$ cat config.mk
export PLATFORM = sky130hd
export DESIGN_NAME = bit_lock_ctrl_flat
export DESIGN_NICKNAME = d
export VERILOG_FILES = /design/src/rtl/bit_clk_pkg.sv /design/src/rtl/bit_lock_ctrl_if.sv /design/src/rtl/edge_qualifier.sv /design/src/rtl/bit_lock_ctrl.sv /design/src/flat_wrapper.sv
export SDC_FILE = /design/constraint.sdc
export NUM_CORES = 1
export LEC_CHECK = 0
export CORE_MARGIN = 10
export CORE_UTILIZATION = 50
export CTS_CLUSTER_SIZE = 24
export DETAILED_ROUTE_END_ITERATION = 7
export HOLD_SLACK_MARGIN = 0.12
export PLACE_DENSITY_LB_ADDON = 0.25
export SETUP_SLACK_MARGIN = 0.3
export SYNTH_ARGS = -nofsm -noshare
export SYNTH_HDL_FRONTEND = slang
export SYNTH_SLANG_ARGS = --single-unit
$ cat constraint.sdc
create_clock -name clk_300M -period 7.6 [get_ports clk_300M]
set_input_delay 1.14 -clock clk_300M [delete_from_list [all_inputs] [get_ports clk_300M]]
set_output_delay 1.14 -clock clk_300M [all_outputs]
set_load 0.01 [all_outputs]
$ cat src/rtl/bit_clk_pkg.sv
// Shared definitions for the bit clock recovery control blocks:
// sequencer state encoding and the default interval/period width.
package bit_clk_pkg;

    localparam int CLK_LEN_DEF = 24;

    typedef enum logic [2:0] {
        ST_IDLE      = 3'd0,
        ST_RESET_EST = 3'd1,
        ST_ACQUIRE   = 3'd2,
        ST_VERIFY    = 3'd3,
        ST_LOCKED    = 3'd4,
        ST_HOLDOVER  = 3'd5
    } lock_state_e;

endpackage : bit_clk_pkg

$ cat src/rtl/bit_lock_ctrl_if.sv
// Control/status bundle between the bit clock recovery datapath and its
// lock sequencer. The sequencer takes the slave view; the datapath side
// (or a bench standing in for it) takes the master view.
interface bit_lock_ctrl_if #(
    parameter int CLK_LEN = 24
);

    logic               enable;
    logic               restart_req;
    logic               edge_stb;
    logic [CLK_LEN-1:0] interval;
    logic [CLK_LEN-1:0] clk_freq;
    logic               freq_reset;
    logic               adj_en;
    logic               out_en;
    logic               locked;
    logic               lost_stb;
    logic [2:0]         state;
    logic [7:0]         err_cnt;

    modport master (
        output enable, restart_req, edge_stb, interval, clk_freq,
        input  freq_reset, adj_en, out_en, locked, lost_stb, state, err_cnt
    );

    modport slave (
        input  enable, restart_req, edge_stb, interval, clk_freq,
        output freq_reset, adj_en, out_en, locked, lost_stb, state, err_cnt
    );

endinterface : bit_lock_ctrl_if

$ cat src/rtl/edge_qualifier.sv
// Combinational good/bad verdict for one measured edge interval against the
// current period estimate. An interval is good when an estimate exists, the
// interval is no shorter than the estimate minus its tolerance, and no longer
// than the longest legal run. Comparisons are done in a widened domain so the
// shifted estimate and interval+tolerance never wrap.
module edge_qualifier #(
    parameter int CLK_LEN   = 24,
    parameter int TOL_SHIFT = 3,
    parameter int RUN_SHIFT = 3
) (
    input  logic [CLK_LEN-1:0] interval,
    input  logic [CLK_LEN-1:0] clk_freq,
    output logic               good
);

    localparam int EXT_W = CLK_LEN + RUN_SHIFT + 1;

    logic [EXT_W-1:0] iv_ext;
    logic [EXT_W-1:0] cf_ext;
    logic [EXT_W-1:0] tol_ext;
    logic [EXT_W-1:0] max_run;
    logic             have_est;

    assign iv_ext   = EXT_W'(interval);
    assign cf_ext   = EXT_W'(clk_freq);
    assign tol_ext  = EXT_W'(clk_freq >> TOL_SHIFT);
    assign max_run  = cf_ext << RUN_SHIFT;
    // All-ones is the datapath's "no estimate yet" marker.
    assign have_est = (clk_freq != {CLK_LEN{1'b1}});

    // Lower bound uses interval+tol so no subtraction can underflow.
    assign good = have_est && ((iv_ext + tol_ext) >= cf_ext) && (iv_ext <= max_run);

endmodule : edge_qualifier

$ cat src/rtl/bit_lock_ctrl.sv
// Acquisition/lock sequencer for the bit clock recovery datapath.
// Walks IDLE -> RESET_EST -> ACQUIRE -> VERIFY -> LOCKED <-> HOLDOVER,
// qualifying each falling-edge interval against the period estimate and
// falling back to re-acquisition on repeated bad edges or edge silence.
module bit_lock_ctrl
    import bit_clk_pkg::*;
#(
    parameter int CLK_LEN    = CLK_LEN_DEF,
    parameter int ACQ_EDGES  = 32,
    parameter int LOCK_EDGES = 16,
    parameter int MISS_LIMIT = 4,
    parameter int TOL_SHIFT  = 3,
    parameter int RUN_SHIFT  = 3,
    parameter int TIMEOUT    = 3000000
) (
    input  logic           clk_300M,
    input  logic           rst_n,
    bit_lock_ctrl_if.slave bus
);

    localparam int EW = $clog2(ACQ_EDGES + 1);
    localparam int GW = $clog2(LOCK_EDGES + 1);
    localparam int BW = $clog2(MISS_LIMIT + 1);
    localparam int TW = $clog2(TIMEOUT + 1);

    localparam logic [EW-1:0] ACQ_LAST  = EW'(ACQ_EDGES - 1);
    localparam logic [EW-1:0] ACQ_MAX   = EW'(ACQ_EDGES);
    localparam logic [GW-1:0] GOOD_LAST = GW'(LOCK_EDGES - 1);
    localparam logic [GW-1:0] GOOD_MAX  = GW'(LOCK_EDGES);
    localparam logic [BW-1:0] BAD_LAST  = BW'(MISS_LIMIT - 1);
    localparam logic [BW-1:0] BAD_MAX   = BW'(MISS_LIMIT);
    localparam logic [TW-1:0] TMO_MAX   = TW'(TIMEOUT);

    lock_state_e   state_q;
    lock_state_e   nxt_state;
    logic          state_chg;

    logic [EW-1:0] edge_cnt_q;
    logic [GW-1:0] good_cnt_q;
    logic [BW-1:0] bad_cnt_q;
    logic [TW-1:0] tmo_cnt_q;
    logic [7:0]    err_cnt_q;

    logic          freq_reset_q;
    logic          adj_en_q;
    logic          out_en_q;
    logic          locked_q;
    logic          lost_stb_q;

    logic          edge_good;
    logic          good_edge;
    logic          bad_edge;
    logic          expired;
    logic          qual_state;

    function automatic logic [7:0] err_sat_inc(input logic [7:0] v);
        return (v == 8'hFF) ? v : v + 8'd1;
    endfunction

    edge_qualifier #(
        .CLK_LEN   (CLK_LEN),
        .TOL_SHIFT (TOL_SHIFT),
        .RUN_SHIFT (RUN_SHIFT)
    ) u_edge_qualifier (
        .interval (bus.interval),
        .clk_freq (bus.clk_freq),
        .good     (edge_good)
    );

    assign good_edge  = bus.edge_stb && edge_good;
    assign bad_edge   = bus.edge_stb && !edge_good;
    // An edge arriving in the expiry cycle keeps the link alive.
    assign expired    = (tmo_cnt_q == TMO_MAX) && !bus.edge_stb;
    assign qual_state = (state_q == ST_VERIFY) || (state_q == ST_LOCKED) ||
                        (state_q == ST_HOLDOVER);
    assign state_chg  = (nxt_state != state_q);

    // Next-state selection: enable, then restart, then timeout, then edges.
    always_comb begin
        nxt_state = state_q;
        if (!bus.enable) begin
            nxt_state = ST_IDLE;
        end else if (state_q == ST_IDLE) begin
            nxt_state = ST_RESET_EST;
        end else if (bus.restart_req) begin
            nxt_state = ST_RESET_EST;
        end else begin
            case (state_q)
                ST_RESET_EST: nxt_state = ST_ACQUIRE;
                ST_ACQUIRE: begin
                    if (expired)
                        nxt_state = ST_RESET_EST;
                    else if (bus.edge_stb && (edge_cnt_q == ACQ_LAST))
                        nxt_state = ST_VERIFY;
                end
                ST_VERIFY: begin
                    if (expired)
                        nxt_state = ST_RESET_EST;
                    else if (good_edge && (good_cnt_q == GOOD_LAST))
                        nxt_state = ST_LOCKED;
                    else if (bad_edge && (bad_cnt_q == BAD_LAST))
                        nxt_state = ST_RESET_EST;
                end
                ST_LOCKED: begin
                    if (expired || (bad_edge && (bad_cnt_q == BAD_LAST)))
                        nxt_state = ST_HOLDOVER;
                end
                ST_HOLDOVER: begin
                    if (expired)
                        nxt_state = ST_RESET_EST;
                    else if (good_edge && (good_cnt_q == GOOD_LAST))
                        nxt_state = ST_LOCKED;
                    else if (bad_edge && (bad_cnt_q == BAD_LAST))
                        nxt_state = ST_RESET_EST;
                end
                default: nxt_state = ST_IDLE;
            endcase
        end
    end

    // State register with outputs decoded from the state being entered.
    always_ff @(posedge clk_300M or negedge rst_n) begin
        if (!rst_n) begin
            state_q      <= ST_IDLE;
            freq_reset_q <= 1'b0;
            adj_en_q     <= 1'b0;
            out_en_q     <= 1'b0;
            locked_q     <= 1'b0;
            lost_stb_q   <= 1'b0;
        end else begin
            state_q      <= nxt_state;
            freq_reset_q <= (nxt_state == ST_RESET_EST);
            adj_en_q     <= (nxt_state == ST_VERIFY) || (nxt_state == ST_LOCKED);
            out_en_q     <= (nxt_state == ST_LOCKED) || (nxt_state == ST_HOLDOVER);
            locked_q     <= (nxt_state == ST_LOCKED);
            lost_stb_q   <= (state_q == ST_LOCKED) && (nxt_state == ST_HOLDOVER);
        end
    end

    // Edge, good-run and bad-run counters; all restart on any state change.
    always_ff @(posedge clk_300M or negedge rst_n) begin
        if (!rst_n) begin
            edge_cnt_q <= '0;
            good_cnt_q <= '0;
            bad_cnt_q  <= '0;
        end else if (state_chg) begin
            edge_cnt_q <= '0;
            good_cnt_q <= '0;
            bad_cnt_q  <= '0;
        end else if (bus.edge_stb) begin
            if (state_q == ST_ACQUIRE) begin
                if (edge_cnt_q != ACQ_MAX)
                    edge_cnt_q <= edge_cnt_q + 1'b1;
            end else if (qual_state) begin
                if (edge_good) begin
                    bad_cnt_q <= '0;
                    if (good_cnt_q != GOOD_MAX)
                        good_cnt_q <= good_cnt_q + 1'b1;
                end else begin
                    good_cnt_q <= '0;
                    if (bad_cnt_q != BAD_MAX)
                        bad_cnt_q <= bad_cnt_q + 1'b1;
                end
            end
        end
    end

    // Bad-edge tally since the last estimate reset; frozen when a disable
    // or restart overrides the edge in the same cycle.
    always_ff @(posedge clk_300M or negedge rst_n) begin
        if (!rst_n) begin
            err_cnt_q <= '0;
        end else if (state_q == ST_RESET_EST) begin
            err_cnt_q <= '0;
        end else if (qual_state && bad_edge && bus.enable && !bus.restart_req) begin
            err_cnt_q <= err_sat_inc(err_cnt_q);
        end
    end

    // Edge-silence timer: restarts on each edge or state change, then saturates.
    always_ff @(posedge clk_300M or negedge rst_n) begin
        if (!rst_n) begin
            tmo_cnt_q <= '0;
        end else if (bus.edge_stb || state_chg) begin
            tmo_cnt_q <= '0;
        end else if (tmo_cnt_q != TMO_MAX) begin
            tmo_cnt_q <= tmo_cnt_q + 1'b1;
        end
    end

    assign bus.freq_reset = freq_reset_q;
    assign bus.adj_en     = adj_en_q;
    assign bus.out_en     = out_en_q;
    assign bus.locked     = locked_q;
    assign bus.lost_stb   = lost_stb_q;
    assign bus.state      = state_q;
    assign bus.err_cnt    = err_cnt_q;

endmodule : bit_lock_ctrl

$ cat src/flat_wrapper.sv
// flat-port wrapper written by rule: the top's interface ports become plain ports
module bit_lock_ctrl_flat import bit_clk_pkg::*;
#(
    parameter int CLK_LEN    = CLK_LEN_DEF,
    parameter int ACQ_EDGES  = 32,
    parameter int LOCK_EDGES = 16,
    parameter int MISS_LIMIT = 4,
    parameter int TOL_SHIFT  = 3,
    parameter int RUN_SHIFT  = 3,
    parameter int TIMEOUT    = 3000000
)
  (clk_300M, rst_n, bus_enable, bus_restart_req, bus_edge_stb, bus_interval, bus_clk_freq, bus_freq_reset, bus_adj_en, bus_out_en, bus_locked, bus_lost_stb, bus_state, bus_err_cnt);
  bit_lock_ctrl_if #(.CLK_LEN(CLK_LEN)) bus_i ();
  input  logic clk_300M;
  input  logic rst_n;
  input wire logic [$bits(bus_i.enable)-1:0] bus_enable;
  input wire logic [$bits(bus_i.restart_req)-1:0] bus_restart_req;
  input wire logic [$bits(bus_i.edge_stb)-1:0] bus_edge_stb;
  input wire logic [$bits(bus_i.interval)-1:0] bus_interval;
  input wire logic [$bits(bus_i.clk_freq)-1:0] bus_clk_freq;
  output wire logic [$bits(bus_i.freq_reset)-1:0] bus_freq_reset;
  output wire logic [$bits(bus_i.adj_en)-1:0] bus_adj_en;
  output wire logic [$bits(bus_i.out_en)-1:0] bus_out_en;
  output wire logic [$bits(bus_i.locked)-1:0] bus_locked;
  output wire logic [$bits(bus_i.lost_stb)-1:0] bus_lost_stb;
  output wire logic [$bits(bus_i.state)-1:0] bus_state;
  output wire logic [$bits(bus_i.err_cnt)-1:0] bus_err_cnt;
  assign bus_i.enable = bus_enable;
  assign bus_i.restart_req = bus_restart_req;
  assign bus_i.edge_stb = bus_edge_stb;
  assign bus_i.interval = bus_interval;
  assign bus_i.clk_freq = bus_clk_freq;
  assign bus_freq_reset = bus_i.freq_reset;
  assign bus_adj_en = bus_i.adj_en;
  assign bus_out_en = bus_i.out_en;
  assign bus_locked = bus_i.locked;
  assign bus_lost_stb = bus_i.lost_stb;
  assign bus_state = bus_i.state;
  assign bus_err_cnt = bus_i.err_cnt;
  bit_lock_ctrl #(.CLK_LEN(CLK_LEN), .ACQ_EDGES(ACQ_EDGES), .LOCK_EDGES(LOCK_EDGES), .MISS_LIMIT(MISS_LIMIT), .TOL_SHIFT(TOL_SHIFT), .RUN_SHIFT(RUN_SHIFT), .TIMEOUT(TIMEOUT)) u_core (.clk_300M(clk_300M), .rst_n(rst_n), .bus(bus_i));
endmodule
==> run_results.csv <==
group,metric,value,unit
status,status,"finished, final reports clean",
sta,fmax,148,MHz
sta,rsz0062_at_grt,"no",
die,die_area,15100,um2
die,die_y,123,um
detailed_routing,via_per_inst,5.90,
grt,antenna_found_initial,0,
setup_path,cp.arrival,6.95,ns
power,p_per_area,118,nW/um2
logic_synthesis,synth-edff-count,0,
setup_path,crit_slowest_cell,"clkdlybuf4s50_1",
clocking,clock_latency,0.32,ns
grt,grt_pass1_vias,4728,
detailed_routing,drt_pre_antenna_iters,5,
grt,grt_pass1_wl,23200,um
clocking,cts_tree,"done",
logic_synthesis,ys_seq_elements,52,
place,hpwl,11000,um
logic_synthesis,synth_most_common_cell,"ha_1",
cells_and_area,areaGrowthSynthToFinish,16.8,%
sta,finalSetupTns,0,ns
logic_synthesis,synth_top_family_by_area,"simple AND/OR/NAND/NOR gates",
logic_synthesis,synth_fp_nets,742,
die,start_util,51.2,%
sta,tightestPinTransition,0.677,ns
place,numPortBuffers,68,
setup_path,cp_slowest_stage_delay,0.53,ns
sta,finalMaxSlewViolations,0,
run,drv_cap,0,
logic_synthesis,synth_cells,611,
clocking,cts_setup_buffers,0,
logic_synthesis,synth_compound_area_share,16.8,%
setup_path,critPathLaunchType,"input port",
clocking,cts_hold_buf,0,
logic_synthesis,yosys-top-cells-area,"dfrtp_1, ha_1, xnor2_1",
logic_synthesis,seq_area_frac_synth,24.6,%
logic_synthesis,synth_simple_gate_area_share,25.5,%
place,place_area,6090,um2
clocking,numCtsBuffers,5,
clocking,cts.clk_slew.worst_paths,0.10,ns
setup_path,path_buf_inv,4,
clocking,htree_levels,2,
logic_synthesis,synth_commonest_cells,"ha_1, dfrtp_1, inv_1",
cells_and_area,nets,807,
power,peakVddDrop,0.000115,V
die,fp.dieW,123,um
clocking,cts_resized,0,
logic_synthesis,muxShareOfSynthArea,1.16,%
logic_synthesis,syn_area_per_cell,8.66,um2
grt,grt_max_degree,53,
die,core_area,10300,um2
cells_and_area,stdcell_area,6180,um2
setup_path,cp_top_family,"compound AO/OA/AOI/OAI gates",
power,cellLeakagePower,2.66,nW
logic_synthesis,synth_xor_xnor_area_share,8.11,%
setup_path,worst-path-max-fanout,36,
sta,period_minus_slack,6.78,ns
grt,overflow,0,
cells_and_area,fill_cells,915,
place,place_congestion,0.972,
clocking,clock_sinks,52,
grt,grt_usage,18.5,%
logic_synthesis,ys.warnings.count,0,
logic_synthesis,synth-main-ff-cell,"dfrtp_1",
clocking,clk_path_buf_depth,2,
detailed_routing,wl_per_cell,16.9,um
clocking,cts_root_buf,"clkbuf_8",
logic_synthesis,netlist_area,5290,um2
detailed_routing,drt_iter0_markers,334,
sta,skew,0.0116,ns
logic_synthesis,synth_fa_ha_area_share,18.6,%
logic_synthesis,async_flop_share,100,%
sta,setup_viol,0,
setup_path,crit_type,"in -> reg",
cells_and_area,drive_gt1_share,5.91,%
sta,finalHoldViolCount,0,
detailed_routing,ant_nets,0,
logic_synthesis,synth_area_leader_cell,"dfrtp_1",
sta,slew_headroom,54.3,%
detailed_routing,vias,4800,
logic_synthesis,ys_types,64,
cells_and_area,diodes,0,
detailed_routing,wl,13800,um
setup_path,cp-end-kind,"flop",
sta,period_share,89.2,%
setup_path,worstPathRequired,7.77,ns
logic_synthesis,synth_top_area_share,24.6,%
detailed_routing,drc,0,
worst_hold_path,hold_path.class,"reg -> reg",
die,num_io_pins,69,
die,rows,37,
-- tightest hold or removal path: cells and delay by family (launching register included) --
kind / cells / cell delay [ns]
XOR/XNOR: 1 / 0.14
flip-flops: 1 / 0.37
AND/OR/NAND/NOR: 1 / 0.04
-- registers in the layout, indices dropped and copies added (netlist names) --
signal and flops:
u_core.bus.freq_reset 1, u_core.tmo_cnt_q 22, u_core.bus.adj_en 1, u_core.bad_cnt_q 3
u_core.bus.err_cnt 8, u_core.bus.out_en 1, u_core.bus.lost_stb 1, u_core.bus.state 3
u_core.edge_cnt_q 6, u_core.bus.locked 1, u_core.good_cnt_q 5
-- cell usage in the layout, fill, tap and decap left out, types with 4 or more instances in the layout --
cell type,instances
clkbuf_8,5
a22oi_1,5
a211o_1,5
nand3_1,33
a211oi_1,9
xor2_1,13
nor3_1,25
nand4_1,19
nand2_1,35
o21bai_1,7
clkdlybuf4s50_1,67
nor4_1,11
a21boi_0,4
nor4b_1,5
buf_4,5
dfrtp_1,52
and2_1,5
inv_1,51
and3_1,11
o21a_1,4
nor4_2,16
mux2i_1,5
or3_1,4
nand2b_1,7
a21o_1,12
o21ai_0,21
nor2b_1,5
xnor2_1,36
ha_1,77
nor2_1,39
a21oi_1,33
-- through the flow --
stage / hold WS [ns] / total power (W) / worst slack [ns] / instances / util, %
floorplan: 0.534 / 0.000479 / 1.84 / 611 / -
global placement: 0.551 / 0.000562 / 0.804 / 805 / 59.0
detailed placement: 0.556 / 0.000568 / 0.588 / 805 / 59.0
CTS: 0.573 / 0.000729 / 0.889 / 813 / 59.8
global route: 0.599 / 0.000776 / 0.474 / 813 / 59.8
finish: 0.569 / 0.000726 / 0.821 / 813 / 59.8
-- final cells by class --
class	count	area (um2)	share of cell area, %
inverters	51	191	3.10
repair buffers	73	713	11.5
clock inverters	2	16.3	0.263
clock buffers	6	72.6	1.17
flip-flops and latches	52	1300	21.1
well taps	136	170	2.75
multi-input cells	493	3710	60.1
-- per-layer routing --
| metal | up-vias | global-route usage, % | wire length [um] |
|---|---|---|---|
| li1 | 2403 | - | - |
| met2 | 115 | 30.3 | 6390 |
| met5 | - | 0 | 0 |
| met3 | 12 | 3.67 | 776 |
| met1 | 2270 | 24.6 | 6440 |
| met4 | 0 | 3.98 | 142 |
-- worst paths after layout --
kind                                                   from  slack [ns]                           endpoint  cells after the start
setup reg to reg           u_core.tmo_cnt_q[10]$_DFFE_PN0P_        4.33   u_core.edge_cnt_q[2]$_DFFE_PN0P_                     10
setup / recovery                            bus_clk_freq[3]        0.82    u_core.tmo_cnt_q[3]$_DFFE_PN0P_                     25
max in group asynchronous                             rst_n        6.21  u_core.bus.err_cnt[7]$_DFFE_PN0P_                      2
hold / removal             u_core.tmo_cnt_q[21]$_DFFE_PN0P_        0.57   u_core.tmo_cnt_q[21]$_DFFE_PN0P_                      2
hold reg to reg            u_core.tmo_cnt_q[21]$_DFFE_PN0P_        0.57   u_core.tmo_cnt_q[21]$_DFFE_PN0P_                      2
min in group asynchronous                             rst_n        0.92   u_core.tmo_cnt_q[11]$_DFFE_PN0P_                      2
-- report_power, final --
part / switching [W] / internal (W)
Sequential: 0.00000473 / 0.000280
Clock: 0.0000939 / 0.0000657
Combinational: 0.000161 / 0.000121
Total: 0.000260 / 0.000466
-- logic make-up (layout without fill, tap and decap cells) --
logic type | after synthesis | in the layout
buf+inv | 66 | 132
xor+xnor | 49 | 49
simple gates | 230 | 230
mux | 6 | 6
flops | 52 | 52
fa+ha+maj | 78 | 78
compound gates | 130 | 130
Power figures use the tool's default switching activity.
